## src/rtl/tl_countdown_disp.sv

```systemverilog
// Countdown display for the two-way traffic-light controller: per-direction seconds-remaining
// counters driving a 4-digit multiplexed common-anode 7-segment display. Optional blink: TL_CD_FLASH_EN.
module tl_countdown_disp #(
  parameter int G_TIME   = 40,
  parameter int Y_TIME   = 5,
  parameter int R_TIME   = 45,
  parameter int SCAN_DIV = 50000
) (
  input  logic       clk,
  input  logic       reset,
  input  logic       tick,
  input  logic       R1,
  input  logic       Y1,
  input  logic       G1,
  input  logic       R2,
  input  logic       Y2,
  input  logic       G2,
  output logic [5:0] rem1,
  output logic [5:0] rem2,
  output logic [3:0] an,
  output logic [6:0] seg
);

  localparam int SCAN_W = (SCAN_DIV > 1) ? $clog2(SCAN_DIV) : 1;
  localparam logic [SCAN_W-1:0] SCAN_LAST = SCAN_W'(SCAN_DIV - 1);

  localparam logic [6:0] SEG_DASH  = 7'b0111111;
  localparam logic [6:0] SEG_BLANK = 7'b1111111;

  // Phase length for a one-hot {R,Y,G} code; any other code loads 0.
  function automatic logic [5:0] phase_len(input logic [2:0] code);
    case (code)
      3'b100:  return 6'(R_TIME);
      3'b010:  return 6'(Y_TIME);
      3'b001:  return 6'(G_TIME);
      default: return 6'd0;
    endcase
  endfunction

  function automatic logic [5:0] sat_dec(input logic [5:0] v);
    return (v == 6'd0) ? 6'd0 : v - 6'd1;
  endfunction

  // Binary 0..63 to {tens, ones} by compare/subtract, no divider.
  function automatic logic [7:0] bcd_split(input logic [5:0] v);
    logic [3:0] t;
    logic [5:0] r;
    if      (v >= 6'd60) begin t = 4'd6; r = v - 6'd60; end
    else if (v >= 6'd50) begin t = 4'd5; r = v - 6'd50; end
    else if (v >= 6'd40) begin t = 4'd4; r = v - 6'd40; end
    else if (v >= 6'd30) begin t = 4'd3; r = v - 6'd30; end
    else if (v >= 6'd20) begin t = 4'd2; r = v - 6'd20; end
    else if (v >= 6'd10) begin t = 4'd1; r = v - 6'd10; end
    else                 begin t = 4'd0; r = v;          end
    return {t, r[3:0]};
  endfunction

  function automatic logic [6:0] glyph(input logic [3:0] d);
    case (d)
      4'd0:    return 7'b1000000;
      4'd1:    return 7'b1111001;
      4'd2:    return 7'b0100100;
      4'd3:    return 7'b0110000;
      4'd4:    return 7'b0011001;
      4'd5:    return 7'b0010010;
      4'd6:    return 7'b0000010;
      4'd7:    return 7'b1111000;
      4'd8:    return 7'b0000000;
      4'd9:    return 7'b0010000;
      default: return SEG_BLANK;
    endcase
  endfunction

  logic [2:0]        code1, code2;
  logic [2:0]        prev1_p0, prev2_p0;
  logic [5:0]        rem1_p0, rem2_p0;
  logic [SCAN_W-1:0] scan_cnt;
  logic [1:0]        idx;
  logic [3:0]        an_p1;
  logic [6:0]        seg_p1;
  logic [3:0]        an_nxt;
  logic [6:0]        seg_nxt;
  logic [5:0]        sel_rem;
  logic [2:0]        sel_code;
  logic [7:0]        sel_bcd;
  logic              blank_now;

  assign code1 = {R1, Y1, G1};
  assign code2 = {R2, Y2, G2};

  // Stage p0: lamp sampling and countdown; a phase change wins over a same-cycle tick.
  always_ff @(posedge clk or posedge reset) begin
    if (reset) begin
      prev1_p0 <= 3'b000;
      prev2_p0 <= 3'b000;
      rem1_p0  <= 6'd0;
      rem2_p0  <= 6'd0;
    end else begin
      if (code1 != prev1_p0) begin
        prev1_p0 <= code1;
        rem1_p0  <= phase_len(code1);
      end else if (tick) begin
        rem1_p0  <= sat_dec(rem1_p0);
      end
      if (code2 != prev2_p0) begin
        prev2_p0 <= code2;
        rem2_p0  <= phase_len(code2);
      end else if (tick) begin
        rem2_p0  <= sat_dec(rem2_p0);
      end
    end
  end

  always_ff @(posedge clk or posedge reset) begin
    if (reset) begin
      scan_cnt <= '0;
      idx      <= 2'd0;
    end else if (scan_cnt == SCAN_LAST) begin
      scan_cnt <= '0;
      idx      <= idx + 2'd1;
    end else begin
      scan_cnt <= scan_cnt + 1'b1;
    end
  end

`ifdef TL_CD_FLASH_EN
  logic blink;

  always_ff @(posedge clk or posedge reset) begin
    if (reset)     blink <= 1'b0;
    else if (tick) blink <= ~blink;
  end

  assign blank_now = blink && (sel_rem >= 6'd1) && (sel_rem <= 6'd3);
`else
  assign blank_now = 1'b0;
`endif

  // idx[1] picks the direction, idx[0] picks tens over ones.
  always_comb begin
    sel_rem  = idx[1] ? rem2_p0  : rem1_p0;
    sel_code = idx[1] ? prev2_p0 : prev1_p0;
    sel_bcd  = bcd_split(sel_rem);
    an_nxt   = ~(4'b0001 << idx);
    seg_nxt  = SEG_BLANK;
    if (!$onehot(sel_code))   seg_nxt = SEG_DASH;
    else if (blank_now)       seg_nxt = SEG_BLANK;
    else if (idx[0]) begin
      if (sel_bcd[7:4] != 4'd0) seg_nxt = glyph(sel_bcd[7:4]);
    end else                  seg_nxt = glyph(sel_bcd[3:0]);
  end

  // Stage p1: registered digit enable and segment drive.
  always_ff @(posedge clk or posedge reset) begin
    if (reset) begin
      an_p1  <= 4'b1111;
      seg_p1 <= SEG_BLANK;
    end else begin
      an_p1  <= an_nxt;
      seg_p1 <= seg_nxt;
    end
  end

  assign rem1 = rem1_p0;
  assign rem2 = rem2_p0;
  assign an   = an_p1;
  assign seg  = seg_p1;

endmodule
```

## config.mk

```make
export PLATFORM = sky130hd
export DESIGN_NAME = tl_countdown_disp
export DESIGN_NICKNAME = d
export VERILOG_FILES = /design/src/rtl/tl_countdown_disp.sv
export SDC_FILE = /design/constraint.sdc
export NUM_CORES = 1
export LEC_CHECK = 0
export ABC_AREA = 1
export ABC_CLOCK_PERIOD_IN_PS = 7500
export BUFFER_PORTS_ARGS = -buffer_cell sky130_fd_sc_hd__buf_4
export CORE_MARGIN = 1
export CORE_UTILIZATION = 35
export CTS_CLUSTER_DIAMETER = 200
export DETAILED_ROUTE_END_ITERATION = 7
export SETUP_SLACK_MARGIN = 0.5
export SKIP_LAST_GASP = 1
export SLEW_MARGIN = 20
export SYNTH_ARGS = -nofsm -noshare
export SYNTH_HDL_FRONTEND = slang
export SYNTH_SLANG_ARGS = --single-unit
export TNS_END_PERCENT = 50
```

## constraint.sdc

```tcl
create_clock -name clk -period 7.5 [get_ports clk]
set_clock_uncertainty 0.15 [all_clocks]
set_input_delay 1.875 -clock clk [delete_from_list [all_inputs] [get_ports clk]]
set_output_delay 1.875 -clock clk [all_outputs]
set_load 0.01 [all_outputs]
```

==> results_dict.tcl <==
set metrics [dict create \
    ant_nets 0 \
    rows 35 \
    die-area_um2 10100 \
    synthesis.area_um2 3410 \
    nets 519 \
    synth.avg_cell_area_um2 7.47 \
    vias_per_cell 4.70 \
    outcome "finished clean" \
    synth_edf_count 0 \
    fp.dieW_um 101 \
    reg2reg_depth 22 \
    post_cts_buffers 0 \
    synth.most_common_cell "nand2_1" \
    rr_startpoint "idx[1]" \
    drive_gt1_share_pct 21.4 \
    post_cts_resized 0 \
    r2r_slack_ps 3930 \
    gp_congestion 0.932 \
    synth_cells 456 \
    max_freq_ghz 0.280 \
    fin_util_pct 41.2 \
    cts_buffers 5 \
    fin_crit_sh_pct 47.6 \
    required_ps 7590 \
    synthToLayoutAreaGrowth_pct 12.7 \
    grt_pass1_vias 2827 \
    cp_cell_sequence "o21ai_1 > inv_1 > ha_1 > inv_1 > nand2_2 > nor2_4 > nand2_2 > nand2_1 > nand2_2 > nand2_2 > nand2_2 > nand2_4 > nand2_2 > nand2_4 > inv_2 > ha_1 > inv_1 > nand2_1 > nand3_1 > nand2_1 > nand2_1 > nand2_1" \
    worst_pin_slew_ps 810 \
    place_inst 607 \
    cts_hold_buffers 0 \
    cts_buffer_depth 2 \
    grt_use_total_pct 15.9 \
    startpoint_type "register" \
    critPathArrivalTime_ps 3660 \
    async_flop_share_pct 100 \
    grt_pass1_wl_mm 12.9 \
    gr-total-overflow 0 \
    core_area_um2 9330 \
    yosysSeqAreaShare_pct 34.9 \
    tritoncts "built" \
    synth_common_cells "nand2_1 (90), inv_1 (68), dfrtp_1 (36)" \
    port_buffers 31 \
    cts-root-buf "clkbuf_8" \
    slew_headroom_pct 45.9 \
    clock-sinks 47 \
    cp_max_fo 18 \
    power.density_nw_per_um2 185 \
    antenna_found_initial 0 \
    total_power_uw 711 \
    yosys_most_used_dff "dfrtp_1" \
    fin_crit_ps 3570 \
    maxSlewViolCount 0 \
    maxCapViolCount 0 \
    ir_drop_uv 80.4 \
    rsz0062_at_grt "false" \
    crit_top_cell "nand2_2" \
    fin_cells 615 \
    ys_ff_latch 47 \
    holdPathEnd "scan_cnt[0]" \
    synth_nets 490 \
    hpwlAfterDp_mm 5.64 \
    leakagePower_uw 0.00195 \
    grt_max_degree 48 \
    drc 0 \
    synth_top_area_cell "dfrtp_1" \
    die_h_um 101 \
    finalSetupViolCount 0 \
    drt_pre_antenna_iters 4 \
    n_antenna_cell 0 \
    whs_ps 313 \
    num_vias 2893 \
    r2r_end "seg[3]" \
    yosys_warnings 0 \
    crit_slowest_cell "dfrtp_1" \
    drt_iter0_drc 77 \
    path_class "reg -> reg" \
    hold_viol_final 0 \
    cts.clk_slew.worst_paths_ps 100 \
    tns_ps 0 \
    clk-insertion-delay-late_ps 300 \
    hold_class "reg -> reg" \
    slowest_delay_ps 640 \
    pin_count 32 \
    hold_depth 1 \
    initial_core_util_pct 36.5 \
    yosys.area.top_type_share_pct 26.4 \
    synthTopCellsByArea "dfrtp_1 (26%), nand2_1 (9.9%), ha_1 (8.8%), dfstp_2 (8.5%), inv_1 (7.5%)" \
    ys_types 39 \
    cp-end-kind "register" \
    htreeDepth 2 \
    wl_per_cell_um 11.9 \
    drt-total-wl_mm 7.33 \
    hp-start "scan_cnt[0]" \
]
per-stage QoR:
step           setup slack (ps)  cell area, um2
2_1_floorplan              4380            3410
3_3_place_gp               4040            3740
3_5_place_dp               3960            3740
4_1_cts                    3950            3840
5_1_grt                    3560            3840
6_report                   3930            3840
critical path, delay by kind of cell (launching register included):
family | cells | cell delay [ps]
simple gates | 15 | 1100
buf+inv | 4 | 430
flops | 1 | 640
compound gates | 1 | 620
fa+ha+maj | 2 | 550
state kept, by name, summed over array words and instances (netlist names):
register  count
scan_cnt     16
seg           7
rem1          6
rem2          6
an            4
prev1_p0      3
prev2_p0      3
idx           2
cells in the final DEF (no fill, tap or decap), types with 2 or more instances in the layout:
cell	count
a21oi_1	22
a21oi_2	3
o21ai_0	26
nand2_4	8
inv_4	2
nor2_4	2
nand2_2	17
buf_4	31
nor3_1	7
nor2_2	3
xor2_1	9
a211oi_1	3
clkbuf_8	6
a31oi_1	3
o211ai_1	3
a22oi_1	2
dfstp_2	11
nor2_1	35
ha_1	24
nand2_1	90
inv_2	12
dfrtp_1	36
nand4_1	6
xnor2_1	3
nand3_1	34
nand3_2	3
o21ai_1	5
inv_1	67
clkinv_2	3
layer usage:
metal  GRT usage (%)  up-vias  part of all wire, %
li1                -     1498                    -
met1            20.7     1352                   49
met2            27.7       35                   48
met3            1.94        8                  1.8
met4            4.68        0                  1.4
met5               0        -                    0
report_power, final:
part | leakage [uW] | switching, uW | internal, uW
Combinational | 0.00132 | 161 | 94.8
Sequential | 0.000580 | 14.8 | 275
Clock | 0.0000516 | 90.3 | 75.6
Total | 0.00195 | 266 | 445
cells by family after synthesis:
kind of cell / count (synthesis) / share of synthesized area (%)
adders and majority gates: 25 / 9.40
AOI/OAI and AO/OA: 71 / 12.1
xor gates and xnor gates: 12 / 3.09
buffers and inverters: 93 / 11.1
DFF: 47 / 34.9
and+or+nand+nor: 208 / 29.4
layout make-up:
type / instances / area, um2
clock buffer: 6 / 82.6
sequential: 47 / 1190
clock inverter: 2 / 13.8
timing repair buffer: 31 / 233
multi-input combinational: 316 / 1840
tap: 129 / 161
inverter: 84 / 323
fill: 947 / 5490
how the worst max path moves through the flow:
stage	startpoint	endpoint	slack [ps]	depth (start not counted)
5_1_grt	idx[1]	seg[3]	3560	23
4_1_cts	idx[1]	seg[3]	3950	17
6_report	idx[1]	seg[3]	3930	22
2_1_floorplan	reset	idx[0]	4380	1
3_5_place_dp	idx[1]	seg[3]	3960	17
3_3_place_gp	Y1	rem1[3]	4040	10
Power figures use the tool's default switching activity.
